[src/rtl/rowbias_pkg.sv]
// Shared types and helpers for the per-row value-bias shuffle pools.
package rowbias_pkg;

  // Widest row the lookup helper can handle.
  localparam int MAX_LEN = 64;

  // One-hot controller states.
  typedef enum logic [4:0] {
    ST_RESET    = 5'b00001,
    ST_SWAP_0   = 5'b00010,
    ST_SWAP_1   = 5'b00100,
    ST_NEXT_ROW = 5'b01000,
    ST_READY    = 5'b10000
  } state_e;

  // INIT walks every row once after reset, SINGLE re-shuffles one requested row.
  typedef enum logic {
    MODE_INIT   = 1'b0,
    MODE_SINGLE = 1'b1
  } mode_e;

  // Number of values (and pool entries) per row for a given grid order.
  function automatic int len_of(input int ord);
    return ord * ord;
  endfunction

  // Keeps only the lowest set bit, so a multi-hot index resolves deterministically.
  function automatic logic [MAX_LEN-1:0] lowest_onehot(input logic [MAX_LEN-1:0] vec);
    return vec & (~vec + MAX_LEN'(1));
  endfunction

endpackage

[src/rtl/lfsr.sv]
// Galois right-shift lfsr with synchronous seed load and advance enable.
module lfsr #(
  parameter int               WIDTH = 16,
  parameter logic [WIDTH-1:0] TAPS  = WIDTH'(16'hB400)
) (
  input  logic             clock,
  input  logic             reset,
  input  logic             load_i,
  input  logic             adv_i,
  input  logic [WIDTH-1:0] seed_i,
  output logic [WIDTH-1:0] state_o
);

  logic [WIDTH-1:0] state_q, state_d;

  // Load wins over advance; otherwise shift right and fold the taps in when a one drops out.
  always_comb begin
    state_d = state_q;
    if (load_i) begin
      state_d = seed_i;
    end else if (adv_i) begin
      state_d = state_q[0] ? ((state_q >> 1) ^ TAPS) : (state_q >> 1);
    end
  end

  // State register, cleared on reset.
  always_ff @(posedge clock or negedge reset) begin
    if (!reset) state_q <= '0;
    else        state_q <= state_d;
  end

  assign state_o = state_q;

endmodule

[src/rtl/rowbias_lookup.sv]
// Registered per-row lookup: picks the pool entry selected by the lowest set index bit.
module rowbias_lookup
  import rowbias_pkg::*;
#(
  parameter int LEN = 4
) (
  input  logic                    clock,
  input  logic                    reset,
  input  logic                    freeze_i,
  input  logic [LEN-1:0]          index_i,
  input  logic [LEN-1:0][LEN-1:0] pool_i,
  output logic [LEN-1:0]          val_o,
  output logic                    valid_o
);

  logic [LEN-1:0] sel;
  logic [LEN-1:0] picked;
  logic [LEN-1:0] val_q, val_d;
  logic           valid_q, valid_d;

  // Frozen rows hold their value but drop valid; a zero index holds both.
  always_comb begin
    sel    = LEN'(lowest_onehot(MAX_LEN'(index_i)));
    picked = '0;
    for (int k = 0; k < LEN; k++) begin
      if (sel[k]) picked = picked | pool_i[k];
    end
    val_d   = val_q;
    valid_d = valid_q;
    if (freeze_i) begin
      valid_d = 1'b0;
    end else if (|index_i) begin
      val_d   = picked;
      valid_d = 1'b1;
    end
  end

  // Output registers.
  always_ff @(posedge clock or negedge reset) begin
    if (!reset) begin
      val_q   <= '0;
      valid_q <= 1'b0;
    end else begin
      val_q   <= val_d;
      valid_q <= valid_d;
    end
  end

  assign val_o   = val_q;
  assign valid_o = valid_q;

endmodule

[src/rtl/rowbias_pool.sv]
// NUM_ROWS independent shuffle pools, each an inside-out Fisher-Yates permutation of
// the LEN one-hot values, with single-row re-shuffle and per-row registered lookup.
// Optional macro ROWBIAS_POOL_PERMCHECK_EN adds a sticky perm_error output.
module rowbias_pool
  import rowbias_pkg::*;
#(
  parameter int                    ORD        = 2,
  parameter int                    NUM_ROWS   = ORD * ORD,
  parameter int                    LFSR_WIDTH = 16,
  parameter logic [LFSR_WIDTH-1:0] LFSR_TAPS  = LFSR_WIDTH'(16'hB400),
  parameter int                    ROW_W      = (NUM_ROWS > 1) ? $clog2(NUM_ROWS) : 1,
  localparam int                   LEN        = len_of(ORD)
) (
  input  logic                         clock,
  input  logic                         reset,
  input  logic [LFSR_WIDTH-1:0]        seed,
  output logic                         ready,
  input  logic                         shuffle_req,
  input  logic [ROW_W-1:0]             shuffle_row,
  output logic                         shuffle_busy,
  input  logic [NUM_ROWS-1:0][LEN-1:0] index,
  output logic [NUM_ROWS-1:0][LEN-1:0] valtotry,
  output logic [NUM_ROWS-1:0]          valtotry_valid
`ifdef ROWBIAS_POOL_PERMCHECK_EN
  ,
  output logic                         perm_error
`endif
);

  localparam int SEL_W  = $clog2(LEN);
  localparam int IDX_W  = $clog2(LEN + 1);
  localparam int RSEL_W = (NUM_ROWS > 1) ? $clog2(NUM_ROWS) : 1;

  state_e                              state_q, state_d;
  mode_e                               mode_q, mode_d;
  logic [IDX_W-1:0]                    i_q, i_d, j_q, j_d;
  logic [ROW_W-1:0]                    row_q, row_d;
  logic [LEN-1:0]                      temp_q, temp_d;
  logic [NUM_ROWS-1:0][LEN-1:0][LEN-1:0] pool_q, pool_d;
  logic                                ready_q, ready_d, busy_q, busy_d;
  logic                                lfsr_load, lfsr_adv;
  logic [LFSR_WIDTH-1:0]               lfsr_q;
  logic                                accept, last_swap;
  logic [SEL_W-1:0]                    i_sel, j_sel;
  logic [RSEL_W-1:0]                   row_sel;

  assign i_sel     = i_q[SEL_W-1:0];
  assign j_sel     = j_q[SEL_W-1:0];
  assign row_sel   = row_q[RSEL_W-1:0];
  assign last_swap = (i_q + IDX_W'(1)) == IDX_W'(LEN);
  assign accept    = (state_q == ST_READY) && shuffle_req && !busy_q &&
                     (32'(shuffle_row) < 32'(NUM_ROWS));

  lfsr #(
    .WIDTH (LFSR_WIDTH),
    .TAPS  (LFSR_TAPS)
  ) u_lfsr (
    .clock   (clock),
    .reset   (reset),
    .load_i  (lfsr_load),
    .adv_i   (lfsr_adv),
    .seed_i  (seed),
    .state_o (lfsr_q)
  );

  // Controller state register.
  always_ff @(posedge clock or negedge reset) begin
    if (!reset) state_q <= ST_RESET;
    else        state_q <= state_d;
  end

  // Controller next-state: two swap cycles per element, one bookkeeping cycle per row.
  always_comb begin
    state_d = state_q;
    case (state_q)
      ST_RESET:    state_d = ST_SWAP_0;
      ST_SWAP_0:   state_d = ST_SWAP_1;
      ST_SWAP_1:   state_d = last_swap ? ST_NEXT_ROW : ST_SWAP_0;
      ST_NEXT_ROW: state_d = ((mode_q == MODE_SINGLE) || (row_q == ROW_W'(NUM_ROWS - 1)))
                             ? ST_READY : ST_SWAP_0;
      ST_READY:    state_d = accept ? ST_SWAP_0 : ST_READY;
      default:     state_d = ST_RESET;
    endcase
  end

  // Controller outputs: the seed is taken in RESET and randomness is consumed only while swapping.
  always_comb begin
    lfsr_load = (state_q == ST_RESET);
    lfsr_adv  = (state_q == ST_SWAP_0) || (state_q == ST_SWAP_1);
  end

  // Shuffle datapath: inside-out Fisher-Yates, j for the next element drawn during this swap.
  always_comb begin
    i_d     = i_q;
    j_d     = j_q;
    row_d   = row_q;
    mode_d  = mode_q;
    temp_d  = temp_q;
    pool_d  = pool_q;
    ready_d = ready_q;
    busy_d  = busy_q;
    case (state_q)
      ST_RESET: begin
        i_d    = '0;
        j_d    = '0;
        row_d  = '0;
        mode_d = MODE_INIT;
      end
      ST_SWAP_0: begin
        if (i_q != j_q) temp_d = pool_q[row_sel][j_sel];
      end
      ST_SWAP_1: begin
        if (i_q != j_q) pool_d[row_sel][i_sel] = temp_q;
        pool_d[row_sel][j_sel] = LEN'(1) << i_q;
        j_d = IDX_W'(lfsr_q % (LFSR_WIDTH'(i_q) + LFSR_WIDTH'(2)));
        i_d = i_q + IDX_W'(1);
      end
      ST_NEXT_ROW: begin
        i_d = '0;
        j_d = '0;
        if (mode_q == MODE_INIT) begin
          if (row_q == ROW_W'(NUM_ROWS - 1)) ready_d = 1'b1;
          else                               row_d   = row_q + ROW_W'(1);
        end else begin
          busy_d = 1'b0;
        end
      end
      ST_READY: begin
        if (accept) begin
          row_d  = shuffle_row;
          mode_d = MODE_SINGLE;
          busy_d = 1'b1;
        end
      end
      default: ;
    endcase
  end

  // Datapath registers, all cleared on reset so an aborted shuffle restarts cleanly.
  always_ff @(posedge clock or negedge reset) begin
    if (!reset) begin
      i_q     <= '0;
      j_q     <= '0;
      row_q   <= '0;
      mode_q  <= MODE_INIT;
      temp_q  <= '0;
      pool_q  <= '0;
      ready_q <= 1'b0;
      busy_q  <= 1'b0;
    end else begin
      i_q     <= i_d;
      j_q     <= j_d;
      row_q   <= row_d;
      mode_q  <= mode_d;
      temp_q  <= temp_d;
      pool_q  <= pool_d;
      ready_q <= ready_d;
      busy_q  <= busy_d;
    end
  end

  assign ready        = ready_q;
  assign shuffle_busy = busy_q;

  // A row is frozen from the edge its shuffle is accepted until the edge busy drops.
  for (genvar r = 0; r < NUM_ROWS; r++) begin : g_row
    logic freeze;
    assign freeze = !ready_q || (busy_q && (row_q == ROW_W'(r))) ||
                    (accept && (shuffle_row == ROW_W'(r)));
    rowbias_lookup #(
      .LEN (LEN)
    ) u_lookup (
      .clock    (clock),
      .reset    (reset),
      .freeze_i (freeze),
      .index_i  (index[r]),
      .pool_i   (pool_q[r]),
      .val_o    (valtotry[r]),
      .valid_o  (valtotry_valid[r])
    );
  end

`ifdef ROWBIAS_POOL_PERMCHECK_EN
  logic           perm_ok, perm_chk, perm_error_q;
  logic [LEN-1:0] perm_acc;

  // A finished row must cover every value exactly once: full OR and one bit per entry.
  always_comb begin
    perm_ok  = 1'b1;
    perm_acc = '0;
    perm_chk = (state_q == ST_SWAP_1) && (state_d == ST_NEXT_ROW);
    for (int k = 0; k < LEN; k++) begin
      perm_acc = perm_acc | pool_d[row_sel][k];
      if ($countones(pool_d[row_sel][k]) != 1) perm_ok = 1'b0;
    end
    if (perm_acc != '1) perm_ok = 1'b0;
  end

  // Sticky error flag.
  always_ff @(posedge clock or negedge reset) begin
    if (!reset)                   perm_error_q <= 1'b0;
    else if (perm_chk && !perm_ok) perm_error_q <= 1'b1;
  end

  assign perm_error = perm_error_q;

`ifndef SYNTHESIS
  // Flag a broken permutation the moment a row finishes.
  always @(posedge clock) begin
    if (reset && perm_chk) assert (perm_ok);
  end
`endif
`endif

endmodule

[config.mk]
export PLATFORM = sky130hd
export DESIGN_NAME = rowbias_pool
export DESIGN_NICKNAME = d
export VERILOG_FILES = /design/src/rtl/rowbias_pkg.sv /design/src/rtl/lfsr.sv /design/src/rtl/rowbias_lookup.sv /design/src/rtl/rowbias_pool.sv
export SDC_FILE = /design/constraint.sdc
export NUM_CORES = 1
export LEC_CHECK = 0
export CORE_ASPECT_RATIO = 1.25
export CORE_UTILIZATION = 45
export CTS_BUF_LIST = sky130_fd_sc_hd__clkbuf_8
export DETAILED_ROUTE_END_ITERATION = 10
export PLACE_DENSITY = 0.64
export SYNTH_ARGS = -nofsm -noshare
export SYNTH_HDL_FRONTEND = slang
export SYNTH_HIERARCHICAL = 1
export SYNTH_SLANG_ARGS = --single-unit
[constraint.sdc]
create_clock -name clock -period 33.7 [get_ports clock]
set_input_delay 3.37 -clock clock [delete_from_list [all_inputs] [get_ports clock]]
set_output_delay 3.37 -clock clock [all_outputs]
set_load 0.1 [all_outputs]
==> results.sh <==
export IMPL_status="finished, final reports clean"
export IMPL_area_growth_pct=9.39
export IMPL_cts_htree_levels=4
export IMPL_synth_fa_ha_area_share_pct=7.91
export IMPL_clockBufferDepth=2
export IMPL_synth_top_cell_area_share_pct=25.6
export IMPL_synthesized_instance_count=1381
export IMPL_compound_cell_area_share_of_the_yosys_netlist_pct=27.9
export IMPL_synth_most_common_cell="sky130_fd_sc_hd__a21oi_1"
export IMPL_min_period_over_period_pct=90.6
export IMPL_insertion_delay_ns=0.44
export IMPL_dominant_combinational_cell_family_by_area_after_synthesis="compound AO/OA/AOI/OAI gates"
export IMPL_tns_ns=0
export IMPL_grt_pass1_vias=11000
export IMPL_worst_pin_slew_ns=1.10
export IMPL_hold_buffers=0
export IMPL_antenna_violating_nets_post_route=0
export IMPL_timing_critical_path_mode_cell="sky130_fd_sc_hd__o21a_1"
export IMPL_whs_ns=0.520
export IMPL_layout_min_cycle_time_ns=30.52
export IMPL_floorplan_initialDensity_pct=46.0
export IMPL_detailed_place_hpwl_um=26600
export IMPL_critPathMaxFanout=14
export IMPL_pin_count=59
export IMPL_cts_clk_slew_worst_paths_ns=0.08
export IMPL_mappedNetlistNets=1491
export IMPL_holdCritPathClass="flip-flop to flip-flop"
export IMPL_timing_slew_headroom_pct=26.4
export IMPL_place_gp_congestion=0.939
export IMPL_synth_xor_xnor_area_share_pct=2.56
export IMPL_synth_sequential_area_ratio_pct=25.8
export IMPL_cts_post_setup_buffers_inserted=0
export IMPL_globalRouteOverflowTotal=0
export IMPL_height_of_the_die_um=182
export IMPL_critical_path_arrival_ns=30.81
export IMPL_drc_errors=0
export IMPL_final_fill_count=2440
export IMPL_end_kind="flip-flop"
export IMPL_cts_resized=0
export IMPL_master_cell_of_the_clock_root_buffer="sky130_fd_sc_hd__clkbuf_8"
export IMPL_hold_viol_final=0
export IMPL_route_detailed_wl_per_inst_um=20.5
export IMPL_worst_path_max_delay_cell="sky130_fd_sc_hd__dfrtp_1"
export IMPL_cts_tree="done"
export IMPL_drt_total_wl_um=35600
export IMPL_ys_ff_latch=120
export IMPL_diodes=0
export IMPL_grt_pass1_wl_um=57900
export IMPL_floorplan_core_area_um2=25300
export IMPL_synth_edf_count=0
export IMPL_tritoncts_num_buffers=17
export IMPL_final_layout_size_suffix_gt1_share_pct=11.5
export IMPL_top_cells_by_area_synth="sky130_fd_sc_hd__dfrtp_1 26%, sky130_fd_sc_hd__ha_1 7.7%, sky130_fd_sc_hd__a21oi_1 6.6%"
export IMPL_yosysTopAreaCell="sky130_fd_sc_hd__dfrtp_1"
export IMPL_max_stage_delay_ns=0.73
export IMPL_critPathLaunchType="flip-flop"
export IMPL_synth_common_cells="154 x sky130_fd_sc_hd__a21oi_1, 132 x sky130_fd_sc_hd__nor2_1, 119 x sky130_fd_sc_hd__dfrtp_1"
export IMPL_criticalPathCategory="flip-flop to flip-flop"
export IMPL_critPathBufInv=3
export IMPL_gr_usage_all_layers_pct=27.2
export IMPL_grt_start_max_net_pins=78
export IMPL_dr_total_vias=11200
export IMPL_antenna_found_initial=0
export IMPL_design_final_nets=1499
export IMPL_cts_sinks=120
export IMPL_drv_slew=0
export IMPL_number_of_failing_setup_endpoints_in_the_final_timing_report=0
export IMPL_vias_per_cell=6.47
export IMPL_drt_first_pass_iters=8
export IMPL_fmax_mhz=32.8
export IMPL_floorplan_die_width_um=146
export IMPL_post_synth_cell_types=107
export IMPL_core_rowCount=65
export IMPL_crit_required_ns=33.99
export IMPL_maxCapViolCount=0
export IMPL_detailedRoute_firstIterationViolations=828
export IMPL_io_buffer_count=58
export IMPL_finalClockSkew_ns=0.00904
export IMPL_syn_area_um2=11600
export IMPL_postSynth_asyncResetShare_pct=100
export IMPL_synth_mux_area_fraction_pct=8.77
export IMPL_synth_yosys_warnings=6
export IMPL_synthesis_area_per_instance_um2=8.43
export IMPL_dominantRegCellSynth="sky130_fd_sc_hd__dfrtp_1"
export IMPL_yosys_area_share_simple_pct=22.3
export IMPL_grt_setup_unrepaired="no"
export IMPL_cell_family_contributing_the_most_delay_on_the_critical_path="compound AO/OA/AOI/OAI gates"
export IMPL_dieArea_um2=26500
==> per-layer routing <==
layer / up-vias / wire, um / GRT usage [%]
li1: 5297 / - / -
met1: 5369 / 13800 / 30.4
met2: 441 / 18000 / 49.8
met3: 132 / 1900 / 3.87
met4: 0 / 1960 / 14.4
met5: - / 0 / 0
==> final timing paths <==
path	endpoint	cells after the start	slack (ns)	from
setup / recovery	j_q[2]	125	3.18	i_q[1]
hold / removal	g_row[3].u_lookup/valid_o	2	0.52	g_row[3].u_lookup/valid_o
setup reg to reg	j_q[2]	125	3.18	i_q[1]
hold reg to reg	g_row[3].u_lookup/valid_o	2	0.52	g_row[3].u_lookup/valid_o
max in group asynchronous	g_row[2].u_lookup/val_o[3]	2	29.44	reset
min in group asynchronous	ready	1	3.10	reset
==> stage by stage <==
stage / setup WS (ns) / util [%] / instance area [um2] / instances
5_1_grt: 0.265 / 50.4 / 12700 / 1737
6_report: 3.18 / 50.4 / 12700 / 1737
4_1_cts: 3.49 / 50.4 / 12700 / 1737
2_1_floorplan: 6.81 / - / 11600 / 1381
3_3_place_gp: 4.75 / 48.8 / 12300 / 1705
3_5_place_dp: 3.65 / 48.8 / 12300 / 1705
==> worst reg2reg max path, delay by kind of cell, from the launching register on <==
family                     cells  cell delay, ns
AOI/OAI and AO/OA             64           14.08
adders and majority gates     16            4.69
buffers and inverters          3            0.21
muxes                          5            1.45
and+or+nand+nor               37            9.18
DFF                            1            0.73
==> flip-flops by register name (all words and copies together) (netlist names) <==
register	flops
g_row.u_lookup/val_o	16
shuffle_busy	1
state_q	5
row_q	2
ready	1
temp_q	4
mode_q	1
g_row.u_lookup/valid_o	4
j_q	3
u_lfsr/state_o	16
pool_q	64
i_q	3
==> placed cells by master (no fill, tap or decap), types with 16 or more instances in the layout <==
| cell | Yosys | final |
|---|---|---|
| sky130_fd_sc_hd__o22ai_1 | 70 | 70 |
| sky130_fd_sc_hd__a2bb2oi_1 | 18 | 18 |
| sky130_fd_sc_hd__mux2i_1 | 27 | 27 |
| sky130_fd_sc_hd__nor2_1 | 132 | 132 |
| sky130_fd_sc_hd__a22o_2 | 16 | 16 |
| sky130_fd_sc_hd__o21ai_0 | 39 | 39 |
| sky130_fd_sc_hd__inv_1 | 44 | 45 |
| sky130_fd_sc_hd__mux2_2 | 24 | 24 |
| sky130_fd_sc_hd__clkdlybuf4s50_1 | 0 | 57 |
| sky130_fd_sc_hd__nand4_1 | 29 | 29 |
| sky130_fd_sc_hd__dfrtp_1 | 119 | 119 |
| sky130_fd_sc_hd__a21oi_1 | 154 | 154 |
| sky130_fd_sc_hd__nor3_1 | 50 | 50 |
| sky130_fd_sc_hd__nand2_1 | 82 | 82 |
| sky130_fd_sc_hd__nand3b_1 | 17 | 17 |
| sky130_fd_sc_hd__nand3_1 | 42 | 42 |
| sky130_fd_sc_hd__ha_1 | 72 | 72 |
| sky130_fd_sc_hd__clkbuf_8 | 0 | 17 |
| sky130_fd_sc_hd__xnor2_1 | 24 | 24 |
| sky130_fd_sc_hd__a211oi_1 | 27 | 27 |
| sky130_fd_sc_hd__o21a_1 | 24 | 24 |
| sky130_fd_sc_hd__mux4_2 | 20 | 20 |
==> kinds of logic after synthesis <==
| logic type | after synthesis |
|---|---|
| fa+ha+maj | 73 |
| compound gates | 482 |
| simple gates | 475 |
| mux | 73 |
| xor+xnor | 34 |
| flops | 120 |
| buf+inv | 124 |
==> layout make-up <==
type | count | area (um2) | share of cell area [%]
multi-input cells | 1137 | 8100 | 63.6
inverters | 45 | 169 | 1.33
clock buffers | 17 | 234 | 1.84
well taps | 335 | 419 | 3.29
clock inverters | 15 | 161 | 1.27
repair buffers | 68 | 653 | 5.13
flip-flops and latches | 120 | 3000 | 23.6
Power is not shown: default switching activity piles up to over one toggle a cycle in this logic, so the estimate is an artifact.
